## config.mk

```make
export PLATFORM = sky130hd
export DESIGN_NAME = abs_max_scan
export DESIGN_NICKNAME = d
export VERILOG_FILES = /design/src/rtl/shape_pkg.sv /design/src/rtl/mag_cmp.sv /design/src/rtl/abs_max_scan.sv
export SDC_FILE = /design/constraint.sdc
export NUM_CORES = 1
export LEC_CHECK = 0
export CELL_PAD_IN_SITES_DETAIL_PLACEMENT = 1
export CELL_PAD_IN_SITES_GLOBAL_PLACEMENT = 1
export CORE_ASPECT_RATIO = 1.5
export CORE_MARGIN = 4
export CORE_UTILIZATION = 41
export CTS_BUF_LIST = sky130_fd_sc_hd__clkbuf_8
export DETAILED_ROUTE_END_ITERATION = 12
export PLACE_DENSITY_LB_ADDON = 0.1
export SLEW_MARGIN = 20
export SYNTH_ARGS = -nofsm -noshare
export SYNTH_HDL_FRONTEND = slang
export SYNTH_SLANG_ARGS = --single-unit
```

## constraint.sdc

```tcl
create_clock -name clk -period 4.9 [get_ports clk]
set_input_delay 0.735 -clock clk [delete_from_list [all_inputs] [get_ports clk]]
set_output_delay 0.735 -clock clk [all_outputs]
set_load 0.02 [all_outputs]
```

## src/rtl/shape_pkg.sv

```systemverilog
// Shared types and default sizing for the shape unit's magnitude scan.
// Latency: n/a (types and constants only).
// Backpressure: n/a.
package shape_pkg;

    localparam int SHAPE_W       = 32;
    localparam int SHAPE_IDX_W   = 8;
    localparam int SHAPE_MAX_LEN = 256;

    typedef enum logic [1:0] {
        S_IDLE,
        S_SCAN,
        S_DRAIN,
        S_DONE
    } scan_state_t;

    // One candidate in the scan: raw signed value, its magnitude and list position.
    typedef struct packed {
        logic [SHAPE_W-1:0]     val;
        logic [SHAPE_W-1:0]     mag;
        logic [SHAPE_IDX_W-1:0] idx;
    } mag_entry_t;

endpackage

```

## src/rtl/mag_cmp.sv

```systemverilog
// Two's-complement magnitude of a and b, plus unsigned |a| > |b|.
// Latency: combinational.
// Backpressure: none.
module mag_cmp #(
    parameter int W = 32
) (
    input  logic [W-1:0] a,
    input  logic [W-1:0] b,
    output logic [W-1:0] mag_a,
    output logic [W-1:0] mag_b,
    output logic         gt
);

    // Magnitudes are unsigned W-bit, so the most negative value maps to 2**(W-1)
    // and correctly beats the most positive value.
    always_comb begin
        mag_a = a[W-1] ? (~a + W'(1)) : a;
        mag_b = b[W-1] ? (~b + W'(1)) : b;
        gt    = (mag_a > mag_b);
    end

endmodule

```

## src/rtl/abs_max_scan.sv

```systemverilog
// Scans a list of signed elements and returns the one with the largest |value|.
// Latency: last element accepted at t -> res_valid at t+2; one element per cycle in SCAN.
// Backpressure: in_ready only in SCAN; result held until res_ready, then back to IDLE.
module abs_max_scan
    import shape_pkg::*;
#(
    parameter int W       = SHAPE_W,
    parameter int IDX_W   = SHAPE_IDX_W,
    parameter int MAX_LEN = SHAPE_MAX_LEN
) (
    input  logic             clk,
    input  logic             rst_n,
    input  logic             start,
    input  logic             in_valid,
    output logic             in_ready,
    input  logic [W-1:0]     in_data,
    input  logic             in_last,
    output logic             busy,
    output logic             res_valid,
    input  logic             res_ready,
    output logic [W-1:0]     res_value,
    output logic [W-1:0]     res_mag,
    output logic [IDX_W-1:0] res_index,
    output logic             res_err
);

    localparam logic [IDX_W-1:0] LAST_CNT = IDX_W'(MAX_LEN - 1);

    scan_state_t state_q, state_d;

    logic [IDX_W-1:0] count_q;
    logic             err_q;

    // Stage register S1: the element accepted last cycle
    logic             s1_vld;
    logic [W-1:0]     s1_val;
    logic [IDX_W-1:0] s1_idx;

    // Running winner
    logic             best_vld;
    logic [W-1:0]     best_val;
    logic [IDX_W-1:0] best_idx;

    logic [W-1:0]     s1_mag;
    logic [W-1:0]     best_mag;
    logic             s1_gt;
    logic             take;
    logic             accept;
    logic             at_cap;
    logic             end_list;

    logic [W-1:0]     nxt_val;
    logic [W-1:0]     nxt_mag;
    logic [IDX_W-1:0] nxt_idx;

    assign accept   = in_valid && (state_q == S_SCAN);
    assign at_cap   = (count_q == LAST_CNT);
    // A list ends on in_last, or is cut off when the capacity is reached.
    assign end_list = accept && (in_last || at_cap);

    // Single shared comparator: staged element versus current best.
    mag_cmp #(.W(W)) u_mag_cmp (
        .a     (s1_val),
        .b     (best_val),
        .mag_a (s1_mag),
        .mag_b (best_mag),
        .gt    (s1_gt)
    );

    // Strictly greater only, so ties keep the earlier index.
    always_comb begin
        take    = s1_vld && (!best_vld || s1_gt);
        nxt_val = take ? s1_val : best_val;
        nxt_mag = take ? s1_mag : best_mag;
        nxt_idx = take ? s1_idx : best_idx;
    end

    // State register
    always_ff @(posedge clk or negedge rst_n) begin
        if (!rst_n) begin
            state_q <= S_IDLE;
        end else begin
            state_q <= state_d;
        end
    end

    // Next-state and state-decoded handshake outputs
    always_comb begin
        state_d   = state_q;
        in_ready  = 1'b0;
        busy      = 1'b1;
        res_valid = 1'b0;
        case (state_q)
            S_IDLE: begin
                busy = 1'b0;
                if (start) state_d = S_SCAN;
            end
            S_SCAN: begin
                in_ready = 1'b1;
                if (end_list) state_d = S_DRAIN;
            end
            S_DRAIN: begin
                state_d = S_DONE;
            end
            S_DONE: begin
                res_valid = 1'b1;
                if (res_ready) state_d = S_IDLE;
            end
            default: begin
                state_d = S_IDLE;
            end
        endcase
    end

    // Element counter, S1 staging, running best and truncation flag
    always_ff @(posedge clk or negedge rst_n) begin
        if (!rst_n) begin
            count_q  <= '0;
            err_q    <= 1'b0;
            s1_vld   <= 1'b0;
            s1_val   <= '0;
            s1_idx   <= '0;
            best_vld <= 1'b0;
            best_val <= '0;
            best_idx <= '0;
        end else if (state_q == S_IDLE && start) begin
            count_q  <= '0;
            err_q    <= 1'b0;
            s1_vld   <= 1'b0;
            best_vld <= 1'b0;
            best_val <= '0;
            best_idx <= '0;
        end else begin
            s1_vld <= accept;
            if (accept) begin
                s1_val  <= in_data;
                s1_idx  <= count_q;
                count_q <= count_q + IDX_W'(1);
            end
            if (end_list && !in_last) begin
                err_q <= 1'b1;
            end
            if (take) begin
                best_vld <= 1'b1;
                best_val <= s1_val;
                best_idx <= s1_idx;
            end
        end
    end

    // Result registers load the post-compare winner during the drain cycle
    always_ff @(posedge clk or negedge rst_n) begin
        if (!rst_n) begin
            res_value <= '0;
            res_mag   <= '0;
            res_index <= '0;
            res_err   <= 1'b0;
        end else if (state_q == S_IDLE && start) begin
            res_err <= 1'b0;
        end else if (state_q == S_DRAIN) begin
            res_value <= nxt_val;
            res_mag   <= nxt_mag;
            res_index <= nxt_idx;
            res_err   <= err_q;
        end
    end

endmodule
```

## Word-level counts from Yosys, hierarchy flattened

Cells that the tools add are included.

- Register bits: 166
- Bits of input ports: 38
- Logic and storage cells: 67

- Add/subtract/negate cells: 3
- $lt $le $gt $ge: 1
- Eq/ne operators: 7
- Multiplexer cells: 23
- Bitwise operators: 3
- Reduce and logical (&&, ||, !) cells: 17

Operators with widths:

| cell | number |
|---|---|
| 32-bit two-way mux | 5 |
| 32-bit by 1-bit adder with 32-bit output (second input constant) | 2 |
| 32-bit NOT | 2 |
| 32-bit > comparator | 1 |
| 8-bit two-way mux | 4 |
| 1-bit two-way mux | 10 |
| 8-bit by 1-bit adder with 8-bit output (second input constant) | 1 |
| 8-bit == test (second input constant) | 1 |
| 2-bit case mux with 4 select lines | 1 |
| 2-bit nonzero test | 4 |
| 2-bit two-way mux | 3 |
| 2-bit != test (second input constant) | 3 |
| 1-bit logical AND | 5 |
| 2-bit == test (second input constant) | 2 |
| 2-bit AND reduction | 2 |
| 3-bit AND reduction | 1 |
| 2-bit by 1-bit == test with 1-bit output (second input constant) | 1 |
| 1-bit logical NOT | 2 |
| 2-bit logical NOT | 1 |
| 1-bit logical OR | 2 |
| 1-bit NOT | 1 |

## Longest topological paths before layout

Gate-level depths: netlist (run 1).

- Depth after elaboration: 8
- Gate-level depth with buffers: 17
- Gate-level depth less buffers: 13

## Cells and area by module

From an unflattened synthesis (run 1), not the netlist that was laid out.

- Cells, all modules: 848
- Area total of the unflattened synthesis: 8943.6 µm²

Modules (own cells, without submodules):

| module | instances | cells an instance | area each (µm²) | seq. area each (µm²) |
|---|---|---|---|---|
| abs_max_scan | 1 | 557 | 6723.9 | 4154.0 |
| mag_cmp | 1 | 291 | 2219.6 | 0.0 |

## Least setup slack after synthesis (run 1)

Ideal clock, no wire load.

- Path kind: flip-flop to flip-flop
- Start point: register s1_val[5]
- End point: register res_mag[30]
- Setup time: 0.125 ns
- Arrival time: 4.691 ns
- Path slack: 0.085 ns
- Cell stages (with the launch flop): 15
- Cell sequence: dfrtp_1 -> or4_1 -> or4_1 -> clkbuf_1 -> o41ai_1 -> xnor2_1 -> ha_1 -> nand4_1 -> or4_1 -> nor4_1 -> a211oi_1 -> clkbuf_1 -> nor2_1 -> buf_2 -> mux2_2

- Word-level cells in the longest chain between the ends: 7

RTL lines:

| what | line | RTL |
|---|---|---|
| start: declaration | abs_max_scan.sv:36 | `logic [W-1:0] s1_val;` |
| start signal: assignment | abs_max_scan.sv:136 | `s1_val <= in_data;` |
| 32-bit NOT | mag_cmp.sv:17 | `mag_a = a[W-1] ? (~a + W'(1)) : a;` |
| 32-bit by 1-bit adder with 32-bit output | mag_cmp.sv:17 |  |
| 32-bit two-way mux (*) | mag_cmp.sv:17 |  |
| 32-bit > comparator | mag_cmp.sv:19 | `gt = (mag_a > mag_b);` |
| 1-bit logical OR | abs_max_scan.sv:72 | `take = s1_vld && (!best_vld \|\| s1_gt);` |
| 1-bit logical AND | abs_max_scan.sv:72 |  |
| 32-bit two-way mux (*) | abs_max_scan.sv:74 | `nxt_mag = take ? s1_mag : best_mag;` |
| end signal: assignment | abs_max_scan.sv:162 | `res_mag <= nxt_mag;` |
| end: declaration | abs_max_scan.sv:22 | `output logic [W-1:0] res_mag,` |

Mark *: on every way between the ends. The rest lies on a longest branch, timed or not.
A chain may end at the register's enable or synchronous reset.

## Worst setup path in the final report (run 1)

- Start point: register s1_val[1]
- End point: register best_val[17]

- Word-level cells in the longest chain between the ends: 8

RTL lines:

| what | line | RTL |
|---|---|---|
| 32-bit NOT | mag_cmp.sv:17 |  |
| 32-bit by 1-bit adder with 32-bit output | mag_cmp.sv:17 |  |
| 32-bit two-way mux (*) | mag_cmp.sv:17 |  |
| 32-bit > comparator (*) | mag_cmp.sv:19 |  |
| 1-bit logical OR (*) | abs_max_scan.sv:72 |  |
| 1-bit logical AND (*) | abs_max_scan.sv:72 |  |
| 32-bit two-way mux (*) (2 in a row) | - |  |
| end signal: assignment | abs_max_scan.sv:145 | `best_val <= s1_val;` |
| end: declaration | abs_max_scan.sv:41 | `logic [W-1:0] best_val;` |

Marks and branches as above.

==> results.yml, run 1 <==
run_status:
  status: "complete, no violations"
floorplanning:
  fp.dieW_um: 130
  start_util: 0.418
  die_h_um: 190
  dieArea_um2: 24700
  core-area_um2: 21700
  rows: 66
  pin_count: 114
yosys:
  ys_async_sr_fraction: 1.00
  yosysTopAreaCell: "dfrtp_1"
  syn-num-nets: 999
  synth-edff-count: 0
  synth_ff_type: "dfrtp_1"
  synth_commonest_cells: "165 x dfrtp_1, 81 x nor2_1, 70 x a21oi_1"
  synth.avg_cell_area_um2: 9.87
  synth_warnings: 0
  synth_top_area_share: 0.454
  synth_cell_types: 59
  ys_seq_elements: 165
  synth.most_common_cell: "dfrtp_1"
  synth_area_um2: 9090
  ys_top_cells_by_area: "dfrtp_1 45%, ha_1 5.5%, mux2_2 5.5%, a21oi_1 3.9%, xnor2_1 3.5%"
  postSynthCellCount: 921
  yosysSeqAreaShare: 0.454
global_route:
  antenna_found_initial: 0
  overflow: 0
  grt_pass1_vias: 8411
  grt_usage: 0.251
  grt_pass1_wl_um: 47300
  grt_start_max_net_pins: 92
clock_network:
  numCtsBuffers: 17
  clock_sinks: 165
  cts_tree: "built"
  cts_htree_levels: 4
  cts_root_buf: "clkbuf_8"
  clk_pin_slew_worst_paths_ns: 0.10
  clkLatencyLatePin_ns: 0.50
  cts_hold_buf: 0
  clk_path_buf_depth: 2
critical_path:
  worstPathArrival_ns: 5.16
  cp_max_fo: 18
  cp-start-kind: "register"
  crit_type: "reg2reg"
  crit_chain: "inv_2, ha_1, or4b_2, or4_4, o41ai_4, xnor2_2, ha_1, nand4_1, or4_4, nor4_2, buf_4, a211oi_4, buf_4, clkbuf_16, o21ai_0, a21oi_1"
  cp_slowest_stage_delay_ns: 0.65
  required_ns: 5.24
  cp-end-kind: "register"
  crit_slowest_cell: "or4_4"
route:
  vias: 8087
  postRouteWirelength_um: 31800
  drtAntennaViolNets: 0
  firstDrtPassIters: 5
  wl_per_cell_um: 23.7
  via_per_inst: 6.02
  drtIter0Drc: 494
  drc: 0
final_layout:
  num-nets-final: 1136
  drive_gt1_frac: 0.189
  area_growth_syn_to_layout_pct: 28.1
  fillers: 2401
  postLayoutCoreUtil: 0.536
  diodes: 0
pwr:
  p_leak_nw: 4.81
  p_per_area_nw_per_um2: 813
  total_power_mw: 9.47
  combPwrFrac: 0.625
  switchingPower_mw: 4.48
  switching_share: 0.473
  intPower_mw: 4.99
  seqPwrFrac: 0.264
  max-vdd-ir-drop_v: 0.000423
  clockPowerShare: 0.111
place:
  place_congestion: 0.874
  io_buffer_count: 113
  hpwl_um: 22100
hold_path:
  worstHoldPathType: "in2async"
sta:
  setup_violations: 0
  final.period_utilization: 0.983
  fin_worst_skew_ns: 0.0157
  tns_ns: 0
  worst_slew_pin_slew_ns: 0.892
  drv_slew: 0
  finalHoldViolCount: 0
  max_freq_mhz: 208
  hold_slack_ns: 0.316
  slew_headroom: 0.404
  layout_min_cycle_time_ns: 4.82
flow_run:
  cap_violations: 0
==> worst max-delay path: cells and delay by family (launching register included) <==
family | cells | cell delay, ns
xor gates and xnor gates | 1 | 0.12
adders and majority gates | 2 | 0.48
AOI/OAI and AO/OA | 4 | 0.85
DFF | 1 | 0.41
and+or+nand+nor | 5 | 2.18
buffers and inverters | 4 | 0.62
==> power groups by stage <==
stage	clock network [mW]	logic, mW	registers [mW]
after floorplan	0	3.12	2.72
after global placement	0	5.60	2.48
after detailed placement	0	5.73	2.49
after CTS	1.07	5.79	2.47
after global routing	1.13	6.44	2.57
final	1.05	5.92	2.50
==> final timing paths <==
check                           start           end  slack (ns)  cells after the start
setup / recovery            s1_val[1]  best_val[17]        0.08                     16
hold / removal                  rst_n   res_mag[23]        0.32                      1
setup reg to reg            s1_val[1]  best_val[17]        0.08                     16
hold reg to reg            res_mag[8]    res_mag[8]        0.50                      1
max in group asynchronous       rst_n  res_index[4]        3.66                      2
min in group clk           res_mag[8]    res_mag[8]        0.50                      1
==> final cells by class <==
cell class	instances	area, um^2	share of cell area
inverter	15	56.3	0.00484
timing repair buffer	187	1870	0.160
sequential	165	4130	0.355
clock inverter	13	144	0.0124
tap	272	340	0.0292
clock buffer	19	262	0.0225
multi-input combinational	672	4840	0.416
==> cell usage in the layout, fill, tap and decap left out, types with 13 or more instances in the layout <==
cell | netlist | routed
a21oi_1 | 70 | 70
a31oi_1 | 44 | 44
buf_4 | 1 | 60
clkbuf_8 | 0 | 19
clkdlybuf4s50_1 | 0 | 112
dfrtp_1 | 165 | 165
ha_1 | 40 | 39
inv_1 | 14 | 13
mux2_2 | 44 | 44
nand2_1 | 31 | 31
nand3_1 | 47 | 47
nor2_1 | 81 | 79
o21ai_0 | 62 | 61
o31ai_1 | 15 | 13
xnor2_1 | 36 | 32
xor2_1 | 28 | 28
==> per-stage QoR <==
stage          cell area, um^2  worst slack [ns]  cells
3_5_place_dp             10900          -0.00926   1304
3_3_place_gp             10900            0.0739   1304
2_1_floorplan             9090            0.0848    921
5_1_grt                  11600           -0.0562   1343
4_1_cts                  11400            0.0321   1337
6_report                 11600            0.0829   1343
==> flip-flops by register name (all words and copies together) (netlist names) <==
register	flops
s1_idx	8
best_val	32
best_idx	8
res_index	8
res_err	1
s1_vld	1
res_mag	31
state_q	2
err_q	1
s1_val	32
count_q	8
res_value	32
best_vld	1
==> routing by layer <==
metal / global-route usage / share of wire
met3: 0.0404 / 0.033
met1: 0.282 / 0.37
met4: 0.128 / 0.064
met2: 0.453 / 0.53
met5: 0 / 0
==> logic make-up (layout without fill, tap and decap cells) <==
kind of cell,after synthesis,count (layout),share of synthesized area
fa+ha+maj,40,40,0.0551
flops,165,165,0.454
compound gates,272,272,0.194
buf+inv,84,234,0.0364
mux,51,51,0.0622
simple gates,245,245,0.136
xor+xnor,64,64,0.0617
==> what timing repair did <==
item                                   CTS  global route
gates cloned                             0             4
endpoints found under the hold margin    0             0
pin swaps                                1             6
gates resized for setup                  4            27
setup buffers                            1             2
setup endpoints to repair               17           111
Note: power is estimated with default switching activity, not from simulation.
==> run 2, diff against run 1 <==
ABC_AREA = 1   (was not set)
CORE_UTILIZATION = 39   (was 41)
RECOVER_POWER = 100   (was not set)
==> results.yml, run 2 <==
final_layout:
  reg.largest.list: "best_val (32), res_value (32), s1_val (32)"
  diodes: 0
  mostFrequentLayoutCell: "nand2_1"
  area_growth_syn_to_layout_pct: 17.3
  fillers: 3215
  layout.cells.non_filler: 1797
  drive_gt1_frac: 0.0790
  layout_common_cells: "413 x nand2_1, 184 x nand3_1, 170 x inv_1, 164 x dfrtp_1, 107 x nor2_1"
  num-nets-final: 1534
clock_network:
  clk_pin_slew_worst_paths_ns: 0.10
  clk_path_buf_depth: 2
  clkLatencyLatePin_ns: 0.49
  cts_resized: 0
  post_cts_buffers: 0
  numCtsBuffers: 17
  cts_root_buf: "clkbuf_8"
  cts_htree_levels: 4
  cts_hold_buf: 0
  cts_tree: "built"
  clock_sinks: 165
sta:
  layout_min_cycle_time_ns: 4.42
  max_freq_mhz: 226
  hold_slack_ns: 0.226
  fin_worst_skew_ns: 0.0147
  slew_headroom: -0.748
  final.period_utilization: 0.901
  drv_slew: 179
  worst_slew_pin_slew_ns: 2.62
  tns_ns: 0
  rsz0062_at_grt: "no"
  setup_violations: 0
  finalHoldViolCount: 0
run_status:
  violations: "capacitance limit, slew limit"
  status: "finished, violations left"
floorplanning:
  start_util: 0.398
  fp.dieW_um: 139
  dieArea_um2: 28400
  rows: 71
  pin_count: 114
  core-area_um2: 25200
  die_h_um: 205
critical_path:
  required_ns: 5.16
  crit_type: "reg2reg"
  worstPathArrival_ns: 4.67
  crit_buf_inv: 5
  critPathMostFrequentCell: "nand2_1"
  crit_chain: "inv_1, ha_1, inv_1, nor3_4, inv_2, nor2_4, nand3b_2, nand2_4, nand4_1, nand2_1, inv_1, ha_1, nand2_1, nor2_1, nand2_1, nor2_2, nand2_1, nand2_1, nand2_1, nand2_4, buf_4, nand3_1, nand2_1, nor2_1"
  cp_max_fo: 71
  critPathTopFamily: "simple AND/OR/NAND/NOR gates"
  cp-start-kind: "register"
  cp-end-kind: "register"
  cp_slowest_stage_delay_ns: 0.61
  crit_slowest_cell: "buf_4"
route:
  drtIter0Drc: 424
  wl_met1_um: 13600
  wl_met3_um: 784
  dr_wl_met2_um: 17400
  firstDrtPassIters: 5
  wl_per_cell_um: 18.2
  postRouteWirelength_um: 32800
  vias: 9231
  drc: 0
  drtAntennaViolNets: 0
  via_per_inst: 5.14
  routed.top_layer: "met4"
yosys:
  ys_top_cells_by_area: "dfrtp_1 41%, nand2_1 15%, nand3_1 9.2%, inv_1 6.3%, ha_1 5.0%"
  synth.most_common_cell: "nand2_1"
  synth.avg_cell_area_um2: 7.32
  syn-num-nets: 1449
  synth_warnings: 0
  synth_cell_types: 41
  synth_area_um2: 10000
  ys_async_sr_fraction: 1.00
  postSynthCellCount: 1371
  synth-edff-count: 0
  synth_top_area_share: 0.411
  synth_commonest_cells: "413 x nand2_1, 184 x nand3_1, 168 x inv_1"
  synth_ff_type: "dfrtp_1"
  yosysSeqAreaShare: 0.411
  yosysTopAreaCell: "dfrtp_1"
  ys_seq_elements: 165
global_route:
  grt_pass1_wl_um: 53900
  grt_start_max_net_pins: 74
  overflow: 0
  grt_usage: 0.239
  antenna_found_initial: 0
  grt_pass1_vias: 10026
place:
  hpwl_um: 23500
  io_buffer_count: 113
  dp_cells: 1765
  place_congestion: 0.872
flow_run:
  cap_violations: 5
pwr:
  p_per_area_nw_per_um2: 804
  max-vdd-ir-drop_v: 0.000456
  p_leak_nw: 6.11
hold_path:
  worstHoldPathType: "in2async"
==> run 2: changes by cell type after synthesis, moves of 33 or more <==
cell,delta
nand2_1,+382
a21oi_1,-50
inv_1,+154
clkbuf_1,-33
mux2_2,-44
nand2_2,+36
xnor2_1,-36
nand3_1,+137
a31oi_1,-43
==> run 2: through the flow <==
stage	cell area (um^2)	power [mW]	utilization	worst slack, ns
after floorplan	10000	6.56	-	1.92
after global placement	11400	8.49	0.453	0.606
after detailed placement	11400	8.65	0.453	0.596
after CTS	11800	9.72	0.468	0.578
after global routing	11800	10.5	0.467	0.101
final	11800	9.47	0.467	0.484
==> run 2: routing by layer <==
| metal | global-route usage | vias to the layer above |
|---|---|---|
| met5 | 0 | - |
| met4 | 0.0829 | 0 |
| met3 | 0.0336 | 63 |
| met2 | 0.444 | 143 |
| met1 | 0.280 | 4562 |
| li1 | - | 4463 |
==> run 2: cell type report <==
cell class	instances	area (um^2)	area share
clock inverters	13	124	0.0105
flip-flops and latches	165	4130	0.351
inverters	176	661	0.0561
repair buffers	125	1230	0.104
clock buffers	19	262	0.0222
well taps	328	410	0.0348
multi-input cells	971	4960	0.421
==> run 2: path summary, 6_finish.rpt <==
kind / start / to / slack [ns] / cells past startpoint
setup / recovery: best_val[0] / best_val[11] / 0.48 / 24
hold / removal: rst_n / res_value[19] / 0.23 / 1
setup reg to reg: best_val[0] / best_val[11] / 0.48 / 24
hold reg to reg: res_value[23] / res_value[23] / 0.48 / 2
max in group asynchronous: rst_n / res_mag[27] / 2.34 / 2
min in group clk: res_value[23] / res_value[23] / 0.48 / 2
==> run 2: cells by family after synthesis <==
group,after synthesis,share of synthesized area
AND/OR/NAND/NOR,785,0.345
buffers and inverters,235,0.0951
flip-flops,165,0.411
AO/OA/AOI/OAI,98,0.0551
XOR/XNOR,48,0.0441
adder cells (fa/ha/maj),40,0.0499
==> run 2: worst reg2reg max path, cell delays in order, from the launching register on <==
cell,delay [ns]
dfrtp_1,0.40
inv_1,0.15
ha_1,0.18
inv_1,0.09
nor3_4,0.24
inv_2,0.09
nor2_4,0.16
nand3b_2,0.15
nand2_4,0.15
nand4_1,0.12
nand2_1,0.11
inv_1,0.07
ha_1,0.27
nand2_1,0.06
nor2_1,0.23
nand2_1,0.14
nor2_2,0.15
nand2_1,0.06
nand2_1,0.05
nand2_1,0.08
nand2_4,0.08
buf_4,0.61
nand3_1,0.37
nand2_1,0.14
nor2_1,0.05
==> run 2: power breakdown <==
group          total (mW)  switching (mW)  internal (mW)
clock                1.00           0.567          0.435
sequential           2.51           0.523           1.99
combinational        5.96            3.96           2.00
total                9.47            5.05           4.42
==> run 3, diff against run 2 <==
ABC_CLOCK_PERIOD_IN_PS = 4900   (was not set)
==> results of run 3 <==
Same layout as run 2: the final DEF is identical, and so are final timing and power.
